<file path="src/rtl/msx_mouse_port_pkg.sv">
// rtl/msx_mouse_port_pkg.sv - shared constants, phase enum and clamp helper for the MSX mouse port
package msx_mouse_pkg;

  localparam int PS2_LB  = 0;
  localparam int PS2_RB  = 1;
  localparam int PS2_XS  = 4;
  localparam int PS2_YS  = 5;
  localparam int PS2_XLO = 8;
  localparam int PS2_YLO = 16;
  localparam int PS2_TOG = 24;

  typedef enum logic [1:0] {
    IDLE = 2'd0,
    P1   = 2'd1,
    P2   = 2'd2,
    P3   = 2'd3
  } mouse_phase_t;

  // Clamp a signed value to the 8-bit range reported to the MSX.
  function automatic logic [7:0] sat8(input logic signed [15:0] v);
    logic [7:0] r;
    if (v > 16'sd127) begin
      r = 8'h7f;
    end else if (v < -16'sd128) begin
      r = 8'h80;
    end else begin
      r = v[7:0];
    end
    return r;
  endfunction

endpackage

</file>
<file path="src/rtl/msx_mouse_port_if.sv">
// rtl/msx_mouse_port_if.sv - packet, strobe and joystick-pin bundle between hps_io side and the MSX core
interface msx_mouse_port_if;

  logic [24:0] ps2_mouse;
  logic        strobe;
  logic [5:0]  data;

  modport master (
    output ps2_mouse,
    output strobe,
    input  data
  );

  modport slave (
    input  ps2_mouse,
    input  strobe,
    output data
  );

endinterface

</file>
<file path="src/rtl/msx_mouse_port_axis_acc.sv">
// rtl/msx_mouse_port_axis_acc.sv - per-axis saturating signed movement accumulator
module mouse_axis_acc
  import msx_mouse_pkg::*;
#(
  parameter int ACC_W = 10
) (
  input  logic       clk,
  input  logic       reset,
  input  logic       add_i,
  input  logic [8:0] delta_i,
  input  logic       neg_i,
  input  logic       latch_i,
  output logic [7:0] sat_o
);

  localparam int SW = ACC_W + 2;
  localparam logic signed [SW-1:0] MAX_V = SW'((1 << (ACC_W - 1)) - 1);
  localparam logic signed [SW-1:0] MIN_V = ~MAX_V;

  logic signed [ACC_W-1:0] acc_q, acc_d;
  logic signed [9:0]       d10;
  logic signed [SW-1:0]    base;
  logic signed [SW-1:0]    sum;

  always_comb begin
    d10 = {delta_i[8], delta_i};
    if (neg_i) begin
      d10 = -d10;
    end
    // A latch in the same cycle as an add starts the fresh window from the new delta.
    base = latch_i ? '0 : {{(SW - ACC_W){acc_q[ACC_W-1]}}, acc_q};
    sum  = base + {{(SW - 10){d10[9]}}, d10};

    acc_d = acc_q;
    if (add_i) begin
      if (sum > MAX_V) begin
        acc_d = MAX_V[ACC_W-1:0];
      end else if (sum < MIN_V) begin
        acc_d = MIN_V[ACC_W-1:0];
      end else begin
        acc_d = sum[ACC_W-1:0];
      end
    end else if (latch_i) begin
      acc_d = '0;
    end
  end

  always_ff @(posedge clk or posedge reset) begin
    if (reset) begin
      acc_q <= '0;
    end else begin
      acc_q <= acc_d;
    end
  end

  assign sat_o = sat8(16'(acc_q));

endmodule

</file>
<file path="src/rtl/msx_mouse_port.sv">
// rtl/msx_mouse_port.sv - PS/2 mouse packets to MSX general-purpose-port mouse protocol
module msx_mouse_port
  import msx_mouse_pkg::*;
#(
  parameter int TIMEOUT_CYC = 32000,
  parameter int ACC_W       = 10
) (
  input  logic             clk,
  input  logic             reset,
  msx_mouse_port_if.slave  bus
);

  localparam int             CW    = $clog2(TIMEOUT_CYC + 1);
  localparam logic [CW-1:0]  T_MAX = CW'(TIMEOUT_CYC);

  mouse_phase_t  phase_q, phase_d;
  logic [CW-1:0] cnt_q, cnt_d;
  logic [7:0]    outx_q, outx_d;
  logic [7:0]    outy_q, outy_d;
  logic [3:0]    nib_q, nib_d;
  logic [1:0]    btn_n_q;
  logic          strobe_q;
  logic          tog_q;

  logic          strb_edge;
  logic          pkt;
  logic          latch;
  logic [7:0]    sat_x;
  logic [7:0]    sat_y;

  assign strb_edge = bus.strobe != strobe_q;
  assign pkt       = bus.ps2_mouse[PS2_TOG] != tog_q;

  mouse_axis_acc #(.ACC_W(ACC_W)) u_acc_x (
    .clk     (clk),
    .reset   (reset),
    .add_i   (pkt),
    .delta_i ({bus.ps2_mouse[PS2_XS], bus.ps2_mouse[PS2_XLO +: 8]}),
    .neg_i   (1'b1),
    .latch_i (latch),
    .sat_o   (sat_x)
  );

  mouse_axis_acc #(.ACC_W(ACC_W)) u_acc_y (
    .clk     (clk),
    .reset   (reset),
    .add_i   (pkt),
    .delta_i ({bus.ps2_mouse[PS2_YS], bus.ps2_mouse[PS2_YLO +: 8]}),
    .neg_i   (1'b0),
    .latch_i (latch),
    .sat_o   (sat_y)
  );

  always_comb begin
    phase_d = phase_q;
    cnt_d   = cnt_q;
    outx_d  = outx_q;
    outy_d  = outy_q;
    nib_d   = nib_q;
    latch   = 1'b0;

    if (strb_edge) begin
      cnt_d = '0;
      case (phase_q)
        IDLE: begin
          latch   = 1'b1;
          outx_d  = sat_x;
          outy_d  = sat_y;
          nib_d   = sat_x[7:4];
          phase_d = P1;
        end
        P1: begin
          nib_d   = outx_q[3:0];
          phase_d = P2;
        end
        P2: begin
          nib_d   = outy_q[7:4];
          phase_d = P3;
        end
        P3: begin
          nib_d   = outy_q[3:0];
          phase_d = IDLE;
        end
        default: phase_d = IDLE;
      endcase
    end else begin
      if (cnt_q != T_MAX) begin
        cnt_d = cnt_q + CW'(1);
      end
      // The count reaching the limit abandons a half-finished read; the nibble is left as is.
      if (cnt_d == T_MAX) begin
        phase_d = IDLE;
      end
    end
  end

  always_ff @(posedge clk or posedge reset) begin
    if (reset) begin
      phase_q  <= IDLE;
      cnt_q    <= '0;
      outx_q   <= '0;
      outy_q   <= '0;
      nib_q    <= '0;
      btn_n_q  <= 2'b11;
      strobe_q <= 1'b0;
      tog_q    <= 1'b0;
    end else begin
      phase_q  <= phase_d;
      cnt_q    <= cnt_d;
      outx_q   <= outx_d;
      outy_q   <= outy_d;
      nib_q    <= nib_d;
      strobe_q <= bus.strobe;
      tog_q    <= bus.ps2_mouse[PS2_TOG];
      if (pkt) begin
        btn_n_q <= ~{bus.ps2_mouse[PS2_RB], bus.ps2_mouse[PS2_LB]};
      end
    end
  end

  assign bus.data = {btn_n_q, nib_q};

endmodule
</file>
<file path="src/flat_wrapper.sv">
// flat-port wrapper written by rule: the top's interface ports become plain ports
module msx_mouse_port_flat import msx_mouse_pkg::*;
#(
  parameter int TIMEOUT_CYC = 32000,
  parameter int ACC_W       = 10
)
  (clk, reset, bus_ps2_mouse, bus_strobe, bus_data);
  msx_mouse_port_if bus_i ();
  input  logic clk;
  input  logic reset;
  input wire logic [$bits(bus_i.ps2_mouse)-1:0] bus_ps2_mouse;
  input wire logic [$bits(bus_i.strobe)-1:0] bus_strobe;
  output wire logic [$bits(bus_i.data)-1:0] bus_data;
  assign bus_i.ps2_mouse = bus_ps2_mouse;
  assign bus_i.strobe = bus_strobe;
  assign bus_data = bus_i.data;
  msx_mouse_port #(.TIMEOUT_CYC(TIMEOUT_CYC), .ACC_W(ACC_W)) u_core (.clk(clk), .reset(reset), .bus(bus_i));
endmodule
</file>
<file path="config.mk">
export PLATFORM = sky130hd
export DESIGN_NAME = msx_mouse_port_flat
export DESIGN_NICKNAME = d
export VERILOG_FILES = /design/src/rtl/msx_mouse_port_pkg.sv /design/src/rtl/msx_mouse_port_if.sv /design/src/rtl/msx_mouse_port_axis_acc.sv /design/src/rtl/msx_mouse_port.sv /design/src/flat_wrapper.sv
export SDC_FILE = /design/constraint.sdc
export NUM_CORES = 1
export LEC_CHECK = 0
export BUFFER_PORTS_ARGS = -buffer_cell sky130_fd_sc_hd__buf_2
export CAP_MARGIN = 15
export CORE_UTILIZATION = 60
export CTS_CLUSTER_DIAMETER = 60
export DETAILED_ROUTE_END_ITERATION = 16
export HOLD_SLACK_MARGIN = 0.05
export MAX_ROUTING_LAYER = met4
export PLACE_DENSITY = 0.8
export SYNTH_ARGS = -nofsm -noshare
export SYNTH_HDL_FRONTEND = slang
export SYNTH_HIERARCHICAL = 1
export SYNTH_SLANG_ARGS = --single-unit
</file>
<file path="constraint.sdc">
create_clock -name clk -period 6.5 [get_ports clk]
set_clock_uncertainty 0.15 [all_clocks]
set_input_delay 0.975 -clock clk [delete_from_list [all_inputs] [get_ports clk]]
set_output_delay 0.975 -clock clk [all_outputs]
set_load 0.01 [all_outputs]
</file>
# --- Word-level counts from Yosys, hierarchy flattened ---
# Cells that the tools add are included.
word_totals:
  reg_bits: 57
  latchBits: 0
  ramBits: 0
  rom_bits: 0
  in_bits: 28
  output_inout_bits: 6
  wordCells: 56
  n_memories: 0
op_classes:
  add_sub_neg: 4
  multipliers: 0
  div: 0
  magnitude_cmp: 8
  n_eq_ne: 7
  shifts: 0
  muxes: 22
  n_bitwise: 1
  n_reduce_logical: 4
op_table:
  columns: ["cell", "n"]
  rows:
  - ["2-to-1 mux 10 bit", 7]
  - ["2-to-1 mux 15 bit", 3]
  - ["2-to-1 mux 8 bit", 4]
  - ["adder 12 bit", 2]
  - ["greater-than comparator 12 x 10 -> 1 bit (second input constant)", 2]
  - ["< comparator 12 x 10 -> 1 bit (second input constant)", 2]
  - ["2-to-1 mux 12 bit", 2]
  - ["greater-than comparator 10 x 8 -> 1 bit (second input constant)", 2]
  - ["< comparator 10 x 8 -> 1 bit (second input constant)", 2]
  - ["case mux 4 bit (4 select lines)", 1]
  - ["adder 15 x 1 -> 15 bit (second input constant)", 1]
  - ["== test 15 bit (second input constant)", 1]
  - ["inequality test 15 bit (second input constant)", 1]
  - ["negator 9 -> 10 bit", 1]
  - ["case mux 2 bit (4 select lines)", 1]
  - ["== test 2 bit (second input constant)", 2]
  - ["2-to-1 mux 2 bit", 2]
  - ["nonzero test 2 bit", 2]
  - ["== test 2 x 1 -> 1 bit (second input constant)", 1]
  - ["zero test 2 bit", 1]
  - ["2-to-1 mux 1 bit", 2]
  - ["inequality test 1 bit", 2]
  - ["NOT 2 bit", 1]
  - ["AND reduction 2 bit", 1]

# --- Logic depth before layout (Yosys ltp) ---
logic_depth:
  word_depth: 9
  mapped_depth: 15
  mapped_depth_nobuf: 13

# --- By module ---
# Netlist, hierarchy kept.
modules_own_cells:
  columns: ["mod", "instances", "cells_each", "area_each_um2", "seq_area_each_um2"]
  rows:
  - ["mouse_axis_acc", 2, 164, 1244.9, 250.2]
  - ["msx_mouse_port", 1, 199, 1951.9, 928.4]

# --- Worst setup path before layout ---
# No wires, ideal clock.
synth_timing:
  kind: "input -> register"
  start: "input port bus_strobe"
  end: "register u_core.u_acc_x.acc_q[1]"
  setup_time_ns: 0.088
  arrival_time_ns: 4.049
  t_required_ns: 6.262
  setup_slack_ns: 2.213
  stages: 15
  n_path_buf: 3
  cell_sequence: "xor2_1 -> clkbuf_1 -> nand2_1 -> buf_1 -> inv_1 -> clkbuf_1 -> nor2b_1 -> ha_1 -> fa_1 -> a21o_1 -> a221oi_2 -> o221ai_2 -> a21boi_2 -> o21ai_2 -> a22oi_1"
synth_via:
  elab_chain_len: 8
  elab_cells_between_ends: 10
  classes_between: "add/sub (1); order compare (2); eq/ne (1); mux (5); reduce/logical (1)"
synth_lines:
  columns: ["element", "line_no", "source"]
  rows:
  - ["from (decl)", "flat_wrapper.sv:12", "input wire logic [$bits(bus_i.strobe)-1:0] bus_strobe;"]
  - ["inequality test 1 bit *", "msx_mouse_port.sv:31", "assign strb_edge = bus.strobe != strobe_q;"]
  - ["2-to-1 mux 1 bit *", "msx_mouse_port.sv:62", "if (strb_edge) begin"]
  - ["named net u_core.latch", "msx_mouse_port.sv:27", "logic latch;"]
  - ["2-to-1 mux 12 bit", "msx_mouse_port_axis_acc.sv:31", "base = latch_i ? '0 : {{(SW - ACC_W){acc_q[ACC_W-1]}}, acc_q};"]
  - ["adder 12 bit", "msx_mouse_port_axis_acc.sv:32", "sum = base + {{(SW - 10){d10[9]}}, d10};"]
  - ["< comparator 12 x 10 -> 1 bit", "msx_mouse_port_axis_acc.sv:38", "end else if (sum < MIN_V) begin"]
  - ["2-to-1 mux 10 bit", "msx_mouse_port_axis_acc.sv:38", null]
  - ["2-to-1 mux 10 bit", "msx_mouse_port_axis_acc.sv:36", "if (sum > MAX_V) begin"]
  - ["2-to-1 mux 10 bit", "msx_mouse_port_axis_acc.sv:35", "if (add_i) begin"]
  - ["to (signal assigned)", "msx_mouse_port_axis_acc.sv:50", "acc_q <= '0;"]
  - ["to (signal assigned)", "msx_mouse_port_axis_acc.sv:52", "acc_q <= acc_d;"]
  - ["to (decl)", "msx_mouse_port_axis_acc.sv:20", "logic signed [ACC_W-1:0] acc_q, acc_d;"]
# Mark *: on every way through the listed nets, which the timed path passes. The rest lies on a longest branch.
# A chain may end at the register's enable or synchronous reset.

# --- Worst setup path in the final report ---
layout_timing:
  start: "input port bus_strobe"
  end: "register u_core.u_acc_y.acc_q[1]"
layout_via:
  elab_chain_len: 8
  elab_cells_between_ends: 10
  classes_between: "add/sub (1); order compare (2); eq/ne (1); mux (5); reduce/logical (1)"
layout_lines:
  columns: ["element", "line_no"]
  rows:
  - ["inequality test 1 bit *", "msx_mouse_port.sv:31"]
  - ["2-to-1 mux 1 bit *", "msx_mouse_port.sv:62"]
  - ["named net u_core.latch", "msx_mouse_port.sv:27"]
  - ["2-to-1 mux 12 bit", "msx_mouse_port_axis_acc.sv:31"]
  - ["adder 12 bit", "msx_mouse_port_axis_acc.sv:32"]
  - ["< comparator 12 x 10 -> 1 bit", "msx_mouse_port_axis_acc.sv:38"]
  - ["2-to-1 mux 10 bit", "msx_mouse_port_axis_acc.sv:38"]
  - ["2-to-1 mux 10 bit", "msx_mouse_port_axis_acc.sv:36"]
  - ["2-to-1 mux 10 bit", "msx_mouse_port_axis_acc.sv:35"]
  - ["to (signal assigned)", "msx_mouse_port_axis_acc.sv:50"]
  - ["to (signal assigned)", "msx_mouse_port_axis_acc.sv:52"]
  - ["to (decl)", "msx_mouse_port_axis_acc.sv:20"]
# Marks and branches as above.

==> impl_metrics.ini <==
[pwr]
ir_worst_vdd_mv = 0.257
p_leak_nw = 2.13
cellPowerDensity_nw_per_um2 = 423
finalPower_w = 0.00204

[critical_path]
crit_type = in2reg
slowest_stage = inv_1
critPathCaptureType = flop
path_max_fanout = 29
start_kind = input port
required_ns = 6.58
slowest_delay_ns = 0.65
crit_family = compound AO/OA/AOI/OAI gates
path_cells = buf_2 > xor2_2 > buf_4 > nand2_1 > inv_1 > nor2b_1 > ha_1 > fa_1 > a21o_1 > a221oi_2 > o221ai_2 > a21boi_2 > o21ai_2 > a22oi_1
path_buf_inv = 3
arrival_ns = 4.81

[finish]
multi_input_area_sq_um = 2850
diodes = 0
nFillCells = 610
final_util_pct = 66.9
syn2layout_area_growth_pct = 8.65
ff_latch_area_sq_um = 1430
stdcell_count = 654
fin_nets = 609
layout-drive-gt1-share_pct = 15.0

[timing]
hold_viol = 0
fin_setup_tns_ns = 0
slew_viol_final = 0
worst_pin_slew_ns = 0.913
max_slew_margin_pct = 38.9
whs_ns = 0.352
max_freq_ghz = 0.211
setup_viol = 0
rsz0062_at_grt = false
finalWorstPathRequiredPeriod_ns = 4.73
timing.final.crit_share_pct = 72.8

[cts]
root_buffer = clkbuf_8
cts_tree = built
post_cts_resized = 0
cts_hold_buf = 0
ctsHtreeMaxLevel = 3
post_cts_buffers = 0
cts_buffers = 9
insertion_delay_ns = 0.33
cts.sinks = 57
clkSlewWorstSetupHoldPaths_ns = 0.07
ctsLongestPathBuffers = 2

[global_route]
grt_max_degree = 35
gr-usage-all-layers_pct = 26.3
grt_pass1_wl_um = 15800
grt_remaining_overflow = 0
antenna_found_initial = 0
grt_pass1_vias = 3642

[placement]
gp_congestion = 0.854
place_inst = 639
dp_hpwl_um = 6970
port_buffers = 29

[die]
die-area_sq_um = 7750
die_y_um = 88.0
design.core.area_sq_um = 7210
die_w_um = 88.0
io_pins = 34
rows = 31
start_util_pct = 61.6

[yosys]
syn_inst = 527
synth_top_area_share_pct = 31.0
yosysSeqAreaShare_pct = 32.2
synth_edf_count = 0
async_reset_ff_share_pct = 100
ys_ff_latch = 57
synth.distinct_cells = 57
yosys_warnings = 6
synth_ff_type = dfrtp_1
avgSynthCellArea_sq_um = 8.43
synth_top_cells_by_area = dfrtp_1 (31%), ha_1 (7.9%), nor2_1 (6.3%), xnor2_1 (5.5%), a21oi_1 (4.3%)
syn-cell-area_sq_um = 4440
yosysTopAreaCell = dfrtp_1

[run]
maxCapViolCount = 0

[routing]
first_pass_iters = 4
drt_iter0_drc = 171
vias = 3817
wl_um = 9320
wl_per_cell_um = 14.3
vias_per_cell = 5.84
drc_errors = 0
antenna_left = 0

[run_status]
status = finished clean

[hold_path]
hold_path_class = reg2reg
## metrics by stage
stage / setup WS, ns / instance area [sq um]
floorplan: 2.21 / 4450
global placement: 1.56 / 4660
detailed placement: 1.45 / 4660
CTS: 1.77 / 4830
global route: 1.41 / 4830
finish: 1.77 / 4830
## path summary, 6_finish.rpt
| check | start | to | slack [ns] | cells after the start |
|---|---|---|---|---|
| max | bus_strobe | u_core/u_acc_y/acc_q[1]$_DFFE_PP0P_ | 1.77 | 14 |
| max reg2reg | u_core/strobe_q$_DFF_PP0_ | u_core/u_acc_y/acc_q[1]$_DFFE_PP0P_ | 2.10 | 13 |
| min reg2reg | u_core/btn_n_q[0]$_DFFE_PP1P_ | u_core/btn_n_q[0]$_DFFE_PP1P_ | 0.35 | 2 |
| min in group asynchronous | reset | u_core/tog_q$_DFF_PP0_ | 0.38 | 2 |
| min | u_core/btn_n_q[0]$_DFFE_PP1P_ | u_core/btn_n_q[0]$_DFFE_PP1P_ | 0.35 | 2 |
| max in group asynchronous | reset | u_core/cnt_q[11]$_DFF_PP0_ | 5.14 | 3 |
## where the power goes
| group | switching [W] | internal, W |
|---|---|---|
| sequential | 0.000118 | 0.000479 |
| combinational | 0.000654 | 0.000518 |
| clock | 0.000136 | 0.000135 |
## cells in the mapped netlist, types with 10 or more instances
library cell   n
nor2_1        75
dfrtp_1       55
nand2_1       46
a21oi_1       38
ha_1          28
xnor2_1       28
inv_1         26
nor2b_1       25
o21ai_0       20
a22oi_1       16
clkbuf_1      16
nand3_1       14
mux2_2        13
nor3_1        10
## cell families (layout without fill, tap and decap cells)
logic type,after synthesis,count (layout),synth area share [%]
buffers and inverters,46,72,3.92
other,2,4,0.169
XOR/XNOR,36,36,7.10
AND/OR/NAND/NOR,210,210,22.8
adder cells (fa/ha/maj),30,30,8.79
flip-flops,57,57,32.2
multiplexers,15,15,4.31
AO/OA/AOI/OAI,131,131,20.8
## cell usage in the layout (no fill, tap or decap), types with 10 or more instances in the layout
cell type	netlist	routed
nor2_1	75	75
dfrtp_1	55	55
nand2_1	46	46
a21oi_1	38	38
buf_2	0	29
xnor2_1	28	28
ha_1	28	28
inv_1	26	26
nor2b_1	25	25
o21ai_0	20	20
a22oi_1	16	16
nand3_1	14	14
mux2_2	13	13
nor3_1	10	10
## sequential cells by signal, summed over array words and instances, names as in the netlist
register              cells
u_core/outx_q             4
u_core/nib_q              4
u_core/tog_q              1
u_core/outy_q             8
u_core/cnt_q             15
u_core/btn_n_q            2
u_core/strobe_q           1
u_core/u_acc_y/acc_q     10
u_core/u_acc_x/acc_q     10
u_core/phase_q            2
## worst min-delay path, cell delays in order (launching register included)
cell and delay [ns]:
dfstp_2 0.37, nor2_1 0.09, a21oi_1 0.04
## per-layer routing
| metal | wire [um] | vias up | share of wire, % | track usage, % |
|---|---|---|---|---|
| li1 | - | 1904 | - | - |
| met1 | 4240 | 1829 | 46 | 31.7 |
| met2 | 4680 | 70 | 50 | 44.7 |
| met3 | 249 | 14 | 2.7 | 4.52 |
| met4 | 141 | 0 | 1.5 | 8.80 |
| met5 | 0 | - | 0 | - |
## final cells by class
class,instances,area share (%)
sequential,57,29.6
multi-input combinational,426,59.1
tap,99,2.57
clock inverter,5,0.700
timing repair buffer,31,3.32
clock buffer,10,2.64
inverter,26,2.02
(Power assumes the default switching activity.)
